[src/rtl/keypad_pkg.sv]
// Shared keypad definitions: strobe constants, FSM encoding and code-to-line mapping.
// Used by the keypad emulator and by the column scanner.
package keypad_pkg;

    localparam int unsigned KEY_W   = 4;
    localparam int unsigned LINES_N = 4;

    localparam logic [LINES_N-1:0] STROBE_IDLE = 4'b1111;
    localparam logic [LINES_N-1:0] STROBE_0    = 4'b1110;
    localparam logic [LINES_N-1:0] STROBE_1    = 4'b1101;
    localparam logic [LINES_N-1:0] STROBE_2    = 4'b1011;
    localparam logic [LINES_N-1:0] STROBE_3    = 4'b0111;

    typedef enum logic [1:0] {
        ST_IDLE   = 2'd0,
        ST_BOUNCE = 2'd1,
        ST_HOLD   = 2'd2,
        ST_GAP    = 2'd3
    } state_t;

    typedef struct packed {
        logic [1:0] row_idx;
        logic [1:0] col_idx;
    } key_idx_t;

    // Upper code bits select the row, lower bits the column.
    function automatic key_idx_t key_to_idx(input logic [KEY_W-1:0] code);
        key_idx_t idx;
        idx.row_idx = code[3:2];
        idx.col_idx = code[1:0];
        return idx;
    endfunction

    function automatic logic [LINES_N-1:0] strobe(input logic [1:0] idx);
        logic [LINES_N-1:0] s;
        case (idx)
            2'd0:    s = STROBE_0;
            2'd1:    s = STROBE_1;
            2'd2:    s = STROBE_2;
            default: s = STROBE_3;
        endcase
        return s;
    endfunction

endpackage

[src/rtl/keypad4x4_emu_if.sv]
// Key request handshake between a requester (master) and the keypad emulator (slave).
interface keypad4x4_emu_if;
    import keypad_pkg::*;

    logic             key_valid;
    logic [KEY_W-1:0] key_code;
    logic             key_ready;

    modport master (output key_valid, output key_code, input  key_ready);
    modport slave  (input  key_valid, input  key_code, output key_ready);

endinterface

[src/rtl/keypad4x4_emu.sv]
// 4x4 keypad emulator: presses a requested key for a fixed time by answering
// the scanner's active-low column strobes on the active-low row lines.
module keypad4x4_emu
    import keypad_pkg::*;
#(
    parameter int unsigned HOLD_CYCLES   = 16,
    parameter int unsigned GAP_CYCLES    = 8,
    parameter int unsigned BOUNCE_CYCLES = 0
) (
    input  logic                clk,
    input  logic                rst_n,
    input  logic [LINES_N-1:0]  cols,
    keypad4x4_emu_if.slave      key_if,
    output logic [LINES_N-1:0]  rows,
    output logic                busy,
    output logic                done,
    output logic [7:0]          hit_cnt
);

    localparam int unsigned MAX_HG = (HOLD_CYCLES > GAP_CYCLES) ? HOLD_CYCLES : GAP_CYCLES;
    localparam int unsigned MAX_P  = (MAX_HG > BOUNCE_CYCLES) ? MAX_HG : BOUNCE_CYCLES;
    localparam int unsigned CNT_W  = $clog2(MAX_P) + 1;

    localparam logic [CNT_W-1:0] HOLD_LOAD   = CNT_W'(HOLD_CYCLES - 1);
    localparam logic [CNT_W-1:0] GAP_LOAD    = CNT_W'(GAP_CYCLES - 1);
    localparam logic [CNT_W-1:0] BOUNCE_LOAD = CNT_W'((BOUNCE_CYCLES == 0) ? 0 : BOUNCE_CYCLES - 1);

    state_t             r_state;
    logic [CNT_W-1:0]   r_cnt;
    logic [KEY_W-1:0]   r_code;
    logic               r_bounce_tgl;
    logic               r_key_ready;
    logic               r_busy;
    logic               r_done;
    logic [7:0]         r_hit_cnt;

    logic               w_press_en;
    logic               w_accept;
    key_idx_t           w_idx;
    logic [LINES_N-1:0] w_rows;

    assign w_accept = key_if.key_valid & r_key_ready;
    assign w_idx    = key_to_idx(r_code);

    // Row drive is combinational so the scanner sees it on the edge its strobe is valid.
    always_comb begin
        w_press_en = 1'b0;
        case (r_state)
            ST_HOLD:   w_press_en = 1'b1;
            ST_BOUNCE: w_press_en = r_bounce_tgl;
            default:   w_press_en = 1'b0;
        endcase
    end

    always_comb begin
        w_rows = STROBE_IDLE;
        if (w_press_en && !cols[w_idx.col_idx]) begin
            w_rows = strobe(w_idx.row_idx);
        end
    end

    always_ff @(posedge clk or negedge rst_n) begin
        if (!rst_n) begin
            r_state      <= ST_IDLE;
            r_cnt        <= '0;
            r_code       <= '0;
            r_bounce_tgl <= 1'b1;
            r_key_ready  <= 1'b1;
            r_busy       <= 1'b0;
            r_done       <= 1'b0;
            r_hit_cnt    <= '0;
        end else begin
            r_done       <= 1'b0;
            r_bounce_tgl <= (r_state == ST_BOUNCE) ? ~r_bounce_tgl : 1'b1;

            if (w_accept) begin
                r_hit_cnt <= '0;
            end else if (w_rows != STROBE_IDLE && r_hit_cnt != 8'hFF) begin
                r_hit_cnt <= r_hit_cnt + 8'd1;
            end

            case (r_state)
                ST_IDLE: begin
                    if (w_accept) begin
                        r_code      <= key_if.key_code;
                        r_key_ready <= 1'b0;
                        r_busy      <= 1'b1;
                        if (BOUNCE_CYCLES > 0) begin
                            r_state <= ST_BOUNCE;
                            r_cnt   <= BOUNCE_LOAD;
                        end else begin
                            r_state <= ST_HOLD;
                            r_cnt   <= HOLD_LOAD;
                        end
                    end
                end
                ST_BOUNCE: begin
                    if (r_cnt == '0) begin
                        r_state <= ST_HOLD;
                        r_cnt   <= HOLD_LOAD;
                    end else begin
                        r_cnt <= r_cnt - CNT_W'(1);
                    end
                end
                ST_HOLD: begin
                    if (r_cnt == '0) begin
                        r_state <= ST_GAP;
                        r_cnt   <= GAP_LOAD;
                    end else begin
                        r_cnt <= r_cnt - CNT_W'(1);
                    end
                end
                ST_GAP: begin
                    // Ready rises with done so a waiting request is taken back-to-back.
                    if (r_cnt == '0) begin
                        r_state     <= ST_IDLE;
                        r_done      <= 1'b1;
                        r_key_ready <= 1'b1;
                        r_busy      <= 1'b0;
                    end else begin
                        r_cnt <= r_cnt - CNT_W'(1);
                    end
                end
                default: begin
                    r_state <= ST_IDLE;
                end
            endcase
        end
    end

    assign rows             = w_rows;
    assign busy             = r_busy;
    assign done             = r_done;
    assign hit_cnt          = r_hit_cnt;
    assign key_if.key_ready = r_key_ready;

endmodule

[src/flat_wrapper.sv]
// flat-port wrapper written by rule: the top's interface ports become plain ports
module keypad4x4_emu_flat import keypad_pkg::*;
#(
    parameter int unsigned HOLD_CYCLES   = 16,
    parameter int unsigned GAP_CYCLES    = 8,
    parameter int unsigned BOUNCE_CYCLES = 0
)
  (clk, rst_n, cols, rows, busy, done, hit_cnt, key_if_key_valid, key_if_key_code, key_if_key_ready);
  keypad4x4_emu_if key_if_i ();
  input  logic clk;
  input  logic rst_n;
  input  logic [LINES_N-1:0] cols;
  output logic [LINES_N-1:0] rows;
  output logic busy;
  output logic done;
  output logic [7:0] hit_cnt;
  input wire logic [$bits(key_if_i.key_valid)-1:0] key_if_key_valid;
  input wire logic [$bits(key_if_i.key_code)-1:0] key_if_key_code;
  output wire logic [$bits(key_if_i.key_ready)-1:0] key_if_key_ready;
  assign key_if_i.key_valid = key_if_key_valid;
  assign key_if_i.key_code = key_if_key_code;
  assign key_if_key_ready = key_if_i.key_ready;
  keypad4x4_emu #(.HOLD_CYCLES(HOLD_CYCLES), .GAP_CYCLES(GAP_CYCLES), .BOUNCE_CYCLES(BOUNCE_CYCLES)) u_core (.clk(clk), .rst_n(rst_n), .cols(cols), .key_if(key_if_i), .rows(rows), .busy(busy), .done(done), .hit_cnt(hit_cnt));
endmodule
[config.mk]
export PLATFORM = sky130hd
export DESIGN_NAME = keypad4x4_emu_flat
export DESIGN_NICKNAME = d
export VERILOG_FILES = /design/src/rtl/keypad_pkg.sv /design/src/rtl/keypad4x4_emu_if.sv /design/src/rtl/keypad4x4_emu.sv /design/src/flat_wrapper.sv
export SDC_FILE = /design/constraint.sdc
export NUM_CORES = 1
export LEC_CHECK = 0
export BUFFER_PORTS_ARGS = -buffer_cell sky130_fd_sc_hd__buf_2
export CAP_MARGIN = 20
export CORE_MARGIN = 5
export CORE_UTILIZATION = 36
export DETAILED_ROUTE_END_ITERATION = 16
export HOLD_SLACK_MARGIN = 0.08
export SLEW_MARGIN = 0
export SYNTH_ARGS = -nofsm -noshare
export SYNTH_HDL_FRONTEND = slang
export SYNTH_SLANG_ARGS = --single-unit
export TNS_END_PERCENT = 10
[constraint.sdc]
create_clock -name clk -period 2.48 [get_ports clk]
set_input_delay 0.124 -clock clk [delete_from_list [all_inputs] [get_ports clk]]
set_output_delay 0.124 -clock clk [all_outputs]
set_load 0.01 [all_outputs]
* Word-level counts from Yosys, hierarchy flattened
Cells that the tools add are included.
** Operators by class
- Add/subtract/negate cells :: 2
- Order comparisons :: 1
- Eq/ne operators :: 12
- Mux-type cells :: 26
- Bitwise operators :: 2
- Reduce and logical (&&, ||, !) cells :: 12
** Operator list (count)
- 5-bit 2-to-1 mux :: 4
- 5-bit case mux with 4 select lines :: 1
- 8-bit 2-to-1 mux :: 2
- 4-bit case mux with 3 select lines :: 1
- 8-bit by 1-bit adder with 8-bit output (second input constant) :: 1
- 1-bit 2-to-1 mux :: 8
- 2-bit 2-to-1 mux :: 4
- 8-bit != test (second input constant) :: 1
- 2-bit case mux with 4 select lines :: 1
- 2-bit == test (second input constant) :: 3
- 2-bit by 1-bit != test with 1-bit output (second input constant) :: 3
- 1-bit case mux with 2 select lines :: 3
- 5-bit logical NOT :: 1
- 5-bit by 1-bit subtractor with 5-bit output (second input constant) :: 1
- 2-bit by 1-bit == test with 1-bit output (second input constant) :: 2
- 2-bit logical NOT :: 2
- 4-bit 2-to-1 mux :: 1
- 2-bit != test (second input constant) :: 2
- 4-bit != test (second input constant) :: 1
- 2-bit AND reduction :: 2
- 4-bit AND reduction :: 1
- 2-bit nonzero test :: 2
- 2-bit by 3-bit < comparator with 1-bit output (second input constant) :: 1
- 3-bit AND reduction :: 1
- other kinds (5) :: 6
** Storage, ports and cells
- Register bits :: 23
- Input port bits :: 11
- Output and inout bits :: 15
- Word-level logic and storage cells :: 63

* Longest topological paths before layout
- Depth in word-level cells :: 9
- Mapped depth :: 7
- Mapped depth without buffers :: 6

* Least setup slack after synthesis
No wires, ideal clock.
- Kind :: flip-flop to flip-flop
- Start :: register u_core.r_code[0]
- End :: register u_core.r_hit_cnt[3] (netlist: u_core.hit_cnt[3])
- Arrival :: 1.842 ns
- Setup slack :: 0.499 ns
- Cell stages (with the launch flop) :: 6
- Path buffers :: 1
- Period minus slack after synthesis :: 1.981 ns
- Path through :: dfrtp_1 -> mux4_2 -> or3b_4 -> buf_2 -> o311ai_0 -> o41ai_1
** On the way
- Longest elaborated chain between the ends :: 8
** Ends and longest elaborated chain
- start, declared :: line keypad4x4_emu.sv:30 : logic [KEY_W-1:0] r_code;
- start signal, assigned :: line keypad4x4_emu.sv:85 : r_code <= key_if.key_code;
- 1-bit binary-select mux with 2-bit select :: line keypad4x4_emu.sv:57 : if (w_press_en && !cols[w_idx.col_idx]) begin
- 1-bit 2-to-1 mux (not written as such) :: line keypad4x4_emu.sv:57
- 1-bit logical NOT :: line keypad4x4_emu.sv:57
- 1-bit logical AND :: line keypad4x4_emu.sv:57
- 4-bit 2-to-1 mux :: line keypad4x4_emu.sv:57
- 4-bit != test :: line keypad4x4_emu.sv:78 : end else if (w_rows != STROBE_IDLE && r_hit_cnt != 8'hFF) begin
- 1-bit logical AND :: line keypad4x4_emu.sv:78
- 2-bit nonzero test (no source line)
- end signal, assigned :: line keypad4x4_emu.sv:79 : r_hit_cnt <= r_hit_cnt + 8'd1;
- end, declared :: line keypad4x4_emu.sv:35 : logic [7:0] r_hit_cnt;
No other way between the ends. The select of a mux whose other input is x is not followed.
A chain may end at the register's enable or synchronous reset.

* Worst setup path in the final report
- Start :: register u_core.r_code[0]
- End :: output port rows[0]
** On the way
- Longest elaborated chain between the ends :: 5
** Ends and longest elaborated chain
- 1-bit binary-select mux with 2-bit select :: line keypad4x4_emu.sv:57
- 1-bit 2-to-1 mux (not written as such) :: line keypad4x4_emu.sv:57
- 1-bit logical NOT :: line keypad4x4_emu.sv:57
- 1-bit logical AND :: line keypad4x4_emu.sv:57
- 4-bit 2-to-1 mux :: line keypad4x4_emu.sv:57
- end, declared :: line flat_wrapper.sv:13 : output logic [LINES_N-1:0] rows;
No other way between the ends. The select of a mux whose other input is x is not followed.

==> results.tsv <==
metric	value	unit
initial core utilization	37.7	%
share of cells above drive strength 1	24.8	%
cell count after synthesis	124	
yosys synthesis warning count	0	
Antenna Cells	0	
Clock Skews	0.00556	ns
unrepaired setup endpoints after global routing	false	
clk_lat worst skew	0.30	ns
DP HPWL	2090	um
min Tclk post-route	2.29	ns
DRC Markers	0	
LEAKAGE	0.717	nW
# rows	21	
Die H	69.6	um
routed len/inst	13.6	um
setup bufs post-CTS	0	
die area	4840	um2
# hold bufs at CTS	5	
mean area per synthesized cell	10.3	um2
Worst-path clk slew	0.12	ns
grt total ovfl	0	
CTS tree	done	
status	finished, final reports clean	
final RePlAce weighted congestion	0.794	
Hold Fails Final Rpt	0	
first-pass GRT wire length	4860	um
setup violators final	0	
Arr. time, crit path	2.16	ns
Via Count	1098	
synthesis-to-finish area growth	20.2	%
Rel. slew slack	59.5	%
Final Cycle Share	92.2	%
Nets	177	
total power	0.568	mW
initial antenna violation count	0	
Netlist Area Pre-Place	1280	um2
CTS Buf Count	3	
core area	3390	um2
CTS resizes	0	
sequential-to-total area share from yosys stat	45.2	%
Routed Antenna Nets	0	
worst hold path type	in -> reg	
CP Max Fanout	15	
setup TNS	0	ns
htree depth	1	
distinct cell type count after synthesis	39	
port bufs	25	
CTS sink cnt	23	
1st-iter DRT viols	42	
Max IR drop VDD	0.219	mV
Slew Viols, Final	0	
Req. time, crit path	2.36	ns
worst-margin pin slew	0.606	ns
num ports	26	
WL final	2770	um
fill count	332	
critical path capture point type	primary output	
Clock Tree Root	clkbuf_4	
total iterations of the first detailed-routing run	4	
Crit Path Class	reg -> out	
max_cap viols	0	
most frequent cells in the layout	buf_2, dfrtp_1, a21oi_1	
syn nets	143	
vias in the first global route	1080	
Vias/cell	5.41	
largest net degree at the start of global routing	24	
fmax	0.437	GHz
startpoint types	register	
Seq cells post-synth	23	
width of the die	69.6	um
Clock Path Buffers	2	
PD cells	370	nW/um2
commonest non-fill, non-tap cell in the layout	buf_2	
GR Util All Layers	12.1	%
-- synth_stat cells --
cell type	number	area, um2
or4b_2	1	10.0
o311ai_0	1	8.76
a41o_1	1	10.0
a21boi_1	1	7.51
mux2_2	5	56.3
o32a_1	3	30.0
a22o_1	1	8.76
a31oi_1	1	6.26
nand3_1	6	30.0
nand3b_1	1	7.51
o41ai_1	1	8.76
a211oi_1	1	7.51
a21oi_1	10	50.1
nor4b_1	1	8.76
and2_1	2	12.5
a22oi_1	1	7.51
o21a_1	2	15.0
ha_1	8	100
nor3_1	3	15.0
o31ai_1	3	22.5
or4_1	3	22.5
buf_2	1	5.00
inv_1	5	18.8
mux4_2	1	22.5
o32ai_1	1	8.76
or3_1	3	18.8
o21ai_0	8	40.0
nand4_1	2	12.5
clkbuf_1	1	3.75
and3_1	4	25.0
nor3b_1	1	7.51
nand2_1	8	30.0
o21bai_1	2	15.0
nor2_1	4	15.0
xnor2_1	1	8.76
dfrtp_1	21	526
nand2b_1	2	12.5
or3b_4	1	11.3
dfstp_2	2	52.6
-- power by group --
group	switching, mW	internal [mW]
sequential	0	0.375
clock	0.108	0.0627
combinational	0.0104	0.0117
total	0.119	0.449
-- final timing paths --
path                                startpoint                       to  slack, ns  depth (start not counted)
setup / recovery              u_core.r_code[0]                  rows[0]       0.19                          4
hold / removal                key_if_key_valid        u_core.hit_cnt[3]       0.18                          4
setup reg to reg              u_core.r_code[0]        u_core.hit_cnt[6]       0.34                          4
hold reg to reg            u_core.r_bounce_tgl      u_core.r_bounce_tgl       0.47                          1
max in group asynchronous                rst_n  u_core.key_if.key_ready       1.81                          2
min in group asynchronous                rst_n         u_core.r_code[0]       0.30                          2
-- registers in the layout (all words and copies together) (netlist names) --
| name | count |
|---|---|
| u_core.key_if.key_ready | 1 |
| u_core.r_cnt | 5 |
| u_core.hit_cnt | 8 |
| u_core.r_code | 4 |
| u_core.r_state | 2 |
| u_core.r_bounce_tgl | 1 |
| u_core.busy | 1 |
| u_core.done | 1 |
-- through the flow --
| step | hold WS (ns) | util (%) | std cells | instance area (um2) | setup slack, ns |
|---|---|---|---|---|---|
| 3_5_place_dp | 0.133 | 43.1 | 194 | 1460 | 0.355 |
| 3_3_place_gp | 0.135 | 43.1 | 194 | 1460 | 0.404 |
| 2_1_floorplan | -0.172 | - | 124 | 1280 | 0.499 |
| 4_1_cts | 0.172 | 45.3 | 203 | 1540 | 0.166 |
| 6_report | 0.182 | 45.3 | 203 | 1540 | 0.194 |
| 5_1_grt | 0.209 | 45.3 | 203 | 1540 | 0.0873 |
-- layout make-up --
class	count	area (um2)	area share, %
Timing Repair Buffer	31	183	11.9
Tap cell	46	57.6	3.75
Multi-Input combinational cell	94	673	43.8
Sequential cell	23	578	37.6
Inverter	5	18.8	1.22
Clock buffer	4	26.3	1.71
-- kinds of logic after synthesis --
| group | Yosys count | synth area share [%] |
|---|---|---|
| AO/OA/AOI/OAI | 37 | 19.3 |
| buffers and inverters | 7 | 2.15 |
| flip-flops | 23 | 45.2 |
| XOR/XNOR | 1 | 0.685 |
| adder cells (fa/ha/maj) | 8 | 7.83 |
| multiplexers | 6 | 6.16 |
| AND/OR/NAND/NOR | 42 | 18.7 |
-- critical path: stages (launching register included) --
cell	delay [ns]
dfrtp_1	0.39
mux4_2	0.51
or3b_4	0.49
or3_1	0.32
buf_2	0.14
-- per-layer routing --
metal	share of wire (%)	routed length, um	up-vias	track usage (%)
met5	0	0	-	0
met4	0.83	23	0	4.56
met3	5.6	156	2	3.04
met2	48	1340	25	20.1
met1	45	1250	528	15.0
li1	-	-	543	-
(Power assumes the default switching activity.)
